$ cat src/rtl/firebird_imm_enc_pkg.sv
// Shared types for the immediate encoder: format codes, opcode classes, buffer states.
// Provides the instruction/immediate size defines when the core has not supplied them.
`ifndef FIREBIRD_INSTSUCTION_SIZE
`define FIREBIRD_INSTSUCTION_SIZE 32
`endif
`ifndef FIREBIRD_ALU_CAL_SIZE
`define FIREBIRD_ALU_CAL_SIZE 32
`endif

package firebird_imm_enc_pkg;
  localparam int INST_W = `FIREBIRD_INSTSUCTION_SIZE;
  localparam int IMM_W  = `FIREBIRD_ALU_CAL_SIZE;

  typedef enum logic [1:0] {
    FMT_I   = 2'b00,
    FMT_S   = 2'b01,
    FMT_B   = 2'b10,
    FMT_ILL = 2'b11
  } fmt_e;

  localparam logic [2:0] OPC_CLS_I = 3'b000;
  localparam logic [2:0] OPC_CLS_S = 3'b010;
  localparam logic [2:0] OPC_CLS_B = 3'b110;

  typedef enum logic [1:0] {
    BUF_EMPTY = 2'd0,
    BUF_ONE   = 2'd1,
    BUF_TWO   = 2'd2
  } buf_state_e;

  // Immediate fits a signed 12-bit field when bits [31:11] are a pure sign extension.
  function automatic logic fits_s12(input logic [IMM_W-1:0] imm);
    return (&imm[IMM_W-1:11]) | ~(|imm[IMM_W-1:11]);
  endfunction

  function automatic logic fits_s13(input logic [IMM_W-1:0] imm);
    return (&imm[IMM_W-1:12]) | ~(|imm[IMM_W-1:12]);
  endfunction
endpackage

$ cat src/rtl/firebird_skid_buf2.sv
// Two-entry valid/ready FIFO buffer; the head entry drives the output directly.
module firebird_skid_buf2
  import firebird_imm_enc_pkg::*;
#(
  parameter int W = 33
) (
  input  logic         clk,
  input  logic         rst,
  input  logic         in_valid_i,
  output logic         in_ready_o,
  input  logic [W-1:0] in_data_i,
  output logic         out_valid_o,
  input  logic         out_ready_i,
  output logic [W-1:0] out_data_o
);
  buf_state_e   state_q, state_d;
  logic [W-1:0] head_q, head_d;
  logic [W-1:0] tail_q, tail_d;
  logic         push, pop;

  assign in_ready_o  = (state_q != BUF_TWO);
  assign out_valid_o = (state_q != BUF_EMPTY);
  assign out_data_o  = head_q;
  assign push        = in_valid_i & in_ready_o;
  assign pop         = out_valid_o & out_ready_i;

  always_ff @(posedge clk or posedge rst) begin
    if (rst) begin
      state_q <= BUF_EMPTY;
      head_q  <= '0;
      tail_q  <= '0;
    end else begin
      state_q <= state_d;
      head_q  <= head_d;
      tail_q  <= tail_d;
    end
  end

  always_comb begin
    state_d = state_q;
    head_d  = head_q;
    tail_d  = tail_q;
    case (state_q)
      BUF_EMPTY: begin
        if (push) begin
          head_d  = in_data_i;
          state_d = BUF_ONE;
        end
      end
      BUF_ONE: begin
        if (push && pop) begin
          head_d = in_data_i;
        end else if (push) begin
          tail_d  = in_data_i;
          state_d = BUF_TWO;
        end else if (pop) begin
          state_d = BUF_EMPTY;
        end
      end
      BUF_TWO: begin
        // No push can arrive here since in_ready is low.
        if (pop) begin
          head_d  = tail_q;
          state_d = BUF_ONE;
        end
      end
      default: state_d = BUF_EMPTY;
    endcase
  end
endmodule

$ cat src/rtl/firebird_imm_enc.sv
// Packs opcode/funct3/register fields and a signed immediate into an I/S/B instruction word.
// Optional FIREBIRD_IMM_ENC_ERRCNT_EN adds a saturating err_count output.
module firebird_imm_enc
  import firebird_imm_enc_pkg::*;
#(
  parameter int CNT_W = 16
) (
  input  logic              clk,
  input  logic              rst,
  input  logic              in_valid,
  output logic              in_ready,
  input  logic [1:0]        in_fmt,
  input  logic [6:0]        in_opcode,
  input  logic [2:0]        in_funct3,
  input  logic [4:0]        in_rd,
  input  logic [4:0]        in_rs1,
  input  logic [4:0]        in_rs2,
  input  logic [IMM_W-1:0]  in_imm,
  output logic              out_valid,
  input  logic              out_ready,
  output logic [INST_W-1:0] out_inst,
  output logic              out_err,
`ifdef FIREBIRD_IMM_ENC_ERRCNT_EN
  output logic [CNT_W-1:0]  err_count,
`endif
  output logic [CNT_W-1:0]  enc_count
);
  logic [INST_W-1:0] enc_inst;
  logic              enc_err;
  logic              accept;
  logic [CNT_W-1:0]  enc_cnt_q, enc_cnt_d;

  always_comb begin
    enc_inst = '0;
    enc_err  = 1'b0;
    case (fmt_e'(in_fmt))
      FMT_I: begin
        enc_err  = (in_opcode[6:4] != OPC_CLS_I) || !fits_s12(in_imm);
        enc_inst = {in_imm[11:0], in_rs1, in_funct3, in_rd, in_opcode};
        if (enc_err) enc_inst[31:20] = '0;
      end
      FMT_S: begin
        enc_err  = (in_opcode[6:4] != OPC_CLS_S) || !fits_s12(in_imm);
        enc_inst = {in_imm[11:5], in_rs2, in_rs1, in_funct3, in_imm[4:0], in_opcode};
        if (enc_err) begin
          enc_inst[31:25] = '0;
          enc_inst[11:7]  = '0;
        end
      end
      FMT_B: begin
        enc_err  = (in_opcode[6:4] != OPC_CLS_B) || !fits_s13(in_imm) || in_imm[0];
        enc_inst = {in_imm[12], in_imm[10:5], in_rs2, in_rs1, in_funct3,
                    in_imm[4:1], in_imm[11], in_opcode};
        if (enc_err) begin
          enc_inst[31:25] = '0;
          enc_inst[11:7]  = '0;
        end
      end
      default: begin
        enc_err  = 1'b1;
        enc_inst = '0;
      end
    endcase
  end

  firebird_skid_buf2 #(.W(INST_W + 1)) u_buf (
    .clk         (clk),
    .rst         (rst),
    .in_valid_i  (in_valid),
    .in_ready_o  (in_ready),
    .in_data_i   ({enc_err, enc_inst}),
    .out_valid_o (out_valid),
    .out_ready_i (out_ready),
    .out_data_o  ({out_err, out_inst})
  );

  assign accept    = in_valid & in_ready;
  assign enc_cnt_d = (accept && !enc_err) ? enc_cnt_q + 1'b1 : enc_cnt_q;
  assign enc_count = enc_cnt_q;

  always_ff @(posedge clk or posedge rst) begin
    if (rst) enc_cnt_q <= '0;
    else     enc_cnt_q <= enc_cnt_d;
  end

`ifdef FIREBIRD_IMM_ENC_ERRCNT_EN
  logic [CNT_W-1:0] err_cnt_q, err_cnt_d;

  assign err_cnt_d = (accept && enc_err && !(&err_cnt_q)) ? err_cnt_q + 1'b1 : err_cnt_q;
  assign err_count = err_cnt_q;

  always_ff @(posedge clk or posedge rst) begin
    if (rst) err_cnt_q <= '0;
    else     err_cnt_q <= err_cnt_d;
  end
`endif
endmodule

$ cat config.mk
export PLATFORM = sky130hd
export DESIGN_NAME = firebird_imm_enc
export DESIGN_NICKNAME = d
export VERILOG_FILES = /design/src/rtl/firebird_imm_enc_pkg.sv /design/src/rtl/firebird_skid_buf2.sv /design/src/rtl/firebird_imm_enc.sv
export SDC_FILE = /design/constraint.sdc
export NUM_CORES = 1
export LEC_CHECK = 0
export CORE_ASPECT_RATIO = 1.2
export CORE_UTILIZATION = 50
export CTS_CLUSTER_SIZE = 24
export DETAILED_ROUTE_END_ITERATION = 6
export MAX_ROUTING_LAYER = met4
export PLACE_DENSITY_LB_ADDON = 0.3
export SYNTH_ARGS = -nofsm -noshare
export SYNTH_HDL_FRONTEND = slang
export SYNTH_HIERARCHICAL = 1
export SYNTH_SLANG_ARGS = --single-unit
$ cat constraint.sdc
create_clock -name clk -period 2.33 [get_ports clk]
set_input_delay 0.233 -clock clk [delete_from_list [all_inputs] [get_ports clk]]
set_output_delay 0.233 -clock clk [all_outputs]
set_load 0.01 [all_outputs]
==> metrics.txt <==
Min-Delay Path Class=in2async; post-synth design cell area=4560 um2; DRT iter0 DRCs=95; element type at the critical path end=primary output; # diodes=0; Placement Rows=37; final core area utilization=70.8%; actual slew at the worst max-slew pin=0.606 ns; fraction of synthesis flops using an asynchronous set or reset pin=100%; Total Routing Usage GR=24.1%; synthesized-area fraction occupied by ao, oa, aoi and oai cells=4.75%; die span in y=107 um; Final Cycle Share=94.4%; maximum number of pins on one net before global-route repair=26; Mean Syn Cell Area=13.6 um2; area of combinational cells with multiple inputs=2300 um2; final design instance area without fill=6160 um2; drt drc=0; PD cells=approximately 660 nW/um2; number of cells produced by synthesis=336; initial antenna violation count=0; family with the most delay on the worst path=buffers and inverters; commonest register cell after synthesis=sky130_fd_sc_hd__dfrtp_1; internal power=0.00293 W; storage element area=2100 um2; placed cell count=between 500 and 600; clock buffer count from CTS=9; Non-Filler Instances=598; CTS HTree Levels=3; net count of the mapped netlist=400; placed wire-length estimate after detailed placement=7800 um; input/output buffers=113; kind of start point of the critical path=flop; vias per inst=5.36; sum of internal, switching and leakage power=0.00406 W; critical path class=reg2out; share of synthesized area occupied by flip-flops and latches=46.1%; detail-routed net length per standard cell=17.3 um; combinational group share of total power=a little over a quarter; via count of the first global-routing pass=~3500; LEAKAGE=between 2 and 3 nW; clock share of power=between 20% and 30%; switching power=approximately 0.0011 W; time the worst path needs with I/O delays and setup=around 2.2 ns; final hold slack=around 0.11 ns; worst slew margin relative to its limit=59.6%; initial core utilization=a little over half; clock tree buffer depth=2; RSZ-0062 raised after global routing=no; share of final-layout standard cells stronger than drive strength 1=around a third; remaining global-route overflow=0; count of maximum capacitance violations=0; Total Die Area=9510 um2; final setup violating endpoints=0; clock transition time at the flip-flop clock pins of the worst setup and hold paths=0.09 ns; mux contribution to synthesized area=29.5%; number of max-slew violations in the final report=0; highest net fanout along the worst path=11; number of buffers added to fix hold violations after cts=0; Syn. warnings=6; xor and xnor fraction of the mapped netlist area=3.26%; Antenna Violating Nets Remaining=0; total of flip-flops plus latches after synthesis=84; share of synthesized cell area in and, or, nand and nor gates=12.5%; outcome=finished, final reports clean; via count=3204; Post-Place Cell Area=5950 um2; total number of clock tree sinks=84; I/O Pins=114; worst-path cell chain=nand2b_4 > buf_4 > clkdlybuf4s50_1; number of buffer and inverter stages on the critical path=2; Placeable Area=around 8700 um2; die span in x=~89 um; post-layout net count=540; switching part of the total=27.8%; required time reported for the critical path endpoint=2.10 ns; wire length reported by the detailed router=10400 um; Worst EP arrival=1.97 ns; root buffer cell=sky130_fd_sc_hd__clkbuf_8; max frequency=roughly 450 MHz; CP max stage delay=0.58 ns; DR pass1 iterations=4; layout overhead on the synthesized area=35.1%; CTS tree=built; Fillers=668; cell type of the slowest stage on the worst timing path=sky130_fd_sc_hd__clkdlybuf4s50_1; Peak VDD IR=0.346 mV; worst-case clock skew=between 0.01 and 0.015 ns; global-route wire length before repair=16800 um; number of distinct library cell variants in the gate-level netlist after synthesis=51; EDFF count, synth=0; synthesized-area fraction occupied by adder cells=0.274%; RePlAce Congestion=0.791; share of power burned in registers=45.7%; clock insertion delay at the later pin of the skew report=around 0.37 ns; main combinational cell family by area after synthesis=multiplexers; hold violation count in the final report=0
metrics by stage:
step / setup WS [ns] / setup TNS [ns]
2_1_floorplan: 0.264 / 0
3_3_place_gp: -0.165 / -2.68
3_5_place_dp: -0.226 / -4.51
4_1_cts: 0.0234 / 0
5_1_grt: 0.0325 / 0
6_report: 0.131 / 0
final cells by class:
class / instances / share of cell area (%)
repair buffers: 142 / 22.3
inverters: 8 / 0.487
multi-input cells: 231 / 37.4
clock buffers: 9 / 2.01
clock inverters: 7 / 1.36
well taps: 117 / 2.38
flip-flops and latches: 84 / 34.1
worst reg2reg max path: cells and delay by family, from the launching register on:
family                 cells  cell delay [ns]
buffers and inverters      1             0.30
flip-flops                 1             0.49
multiplexers               2             0.60
AND/OR/NAND/NOR            1             0.26
metal layers:
layer	vias up	GRT usage, %	share of wire [%]
li1	1489	-	-
met1	1610	29.7	43
met2	91	38.9	50
met3	14	5.31	4.7
met4	0	8.39	1.8
met5	-	-	0
synthesized netlist by cell type, drive strengths merged (2+ instances only):
cell type  instances  area, um2
mux2             100       1340
dfrtp             84       2100
and2              15       93.8
nand2             13       51.3
buf               12        129
nor2              11       43.8
nor4              11       90.1
a22o               9       78.8
xor2               9       78.8
inv                8       30.0
xnor2              8       70.1
nand3              7       35.0
nand4              7       43.8
and2b              6       45.0
nor3               5       46.3
a21oi              3       15.0
a22oi              2       20.0
a32oi              2       17.5
and3               2       12.5
nor3b              2       15.0
o22ai              2       18.8
or4                2       22.5
flip-flops by register name, indices dropped and copies added, names as in the netlist:
| name | cells |
|---|---|
| enc_count | 16 |
| u_buf/tail_q | 33 |
| u_buf/state_q | 2 |
| u_buf/out_data_o | 33 |
kinds of logic (layout without fill, tap and decap cells):
| group | Yosys count | in the layout |
|---|---|---|
| buffers and inverters | 21 | 166 |
| DFF | 84 | 84 |
| xor gates and xnor gates | 17 | 17 |
| and+or+nand+nor | 89 | 89 |
| muxes | 101 | 101 |
| AOI/OAI and AO/OA | 23 | 23 |
| adders and majority gates | 1 | 1 |
power groups by stage:
stage | sequential, W | combinational [W] | clock (W)
2_1_floorplan | 0.00190 | 0.000599 | 0
3_3_place_gp | 0.00186 | 0.00109 | 0
3_5_place_dp | 0.00189 | 0.00111 | 0
5_1_grt | 0.00189 | 0.00118 | 0.00118
6_report | 0.00186 | 0.00111 | 0.00110
4_1_cts | 0.00186 | 0.00112 | 0.00113
cell usage in the layout, fill, tap and decap left out, types with 6 or more instances in the layout:
cell and instances:
sky130_fd_sc_hd__nor2_1 10, sky130_fd_sc_hd__nand3_1 7, sky130_fd_sc_hd__nor4_1 9, sky130_fd_sc_hd__buf_4 27, sky130_fd_sc_hd__mux2_4 56, sky130_fd_sc_hd__mux2_2 43
sky130_fd_sc_hd__nand4_1 7, sky130_fd_sc_hd__xor2_1 9, sky130_fd_sc_hd__clkbuf_8 9, sky130_fd_sc_hd__a22o_1 9, sky130_fd_sc_hd__and2b_1 6, sky130_fd_sc_hd__and2_1 15
sky130_fd_sc_hd__xnor2_1 8, sky130_fd_sc_hd__dfrtp_1 84, sky130_fd_sc_hd__nand2_1 12, sky130_fd_sc_hd__inv_1 7, sky130_fd_sc_hd__clkdlybuf4s50_1 113
final timing paths:
check | slack, ns | from | end | cells after the start
min in group clk | 0.50 | enc_count[9] | enc_count[9] | 1
hold reg to reg | 0.50 | enc_count[9] | enc_count[9] | 1
setup reg to reg | 0.58 | u_buf/state_q[0] | u_buf/out_data_o[3] | 4
max in group asynchronous | 1.64 | rst | enc_count[7] | 2
setup / recovery | 0.13 | u_buf/state_q[0] | in_ready | 3
hold / removal | 0.11 | rst | u_buf/out_data_o[32] | 2
what timing repair did:
| item | 4_1_cts | 5_1_grt |
|---|---|---|
| setup buffers | 0 | 0 |
| resized for setup | 0 | 1 |
| endpoints found under the setup margin | 0 | 1 |
No activity file was read; power rests on OpenSTA's default activity.
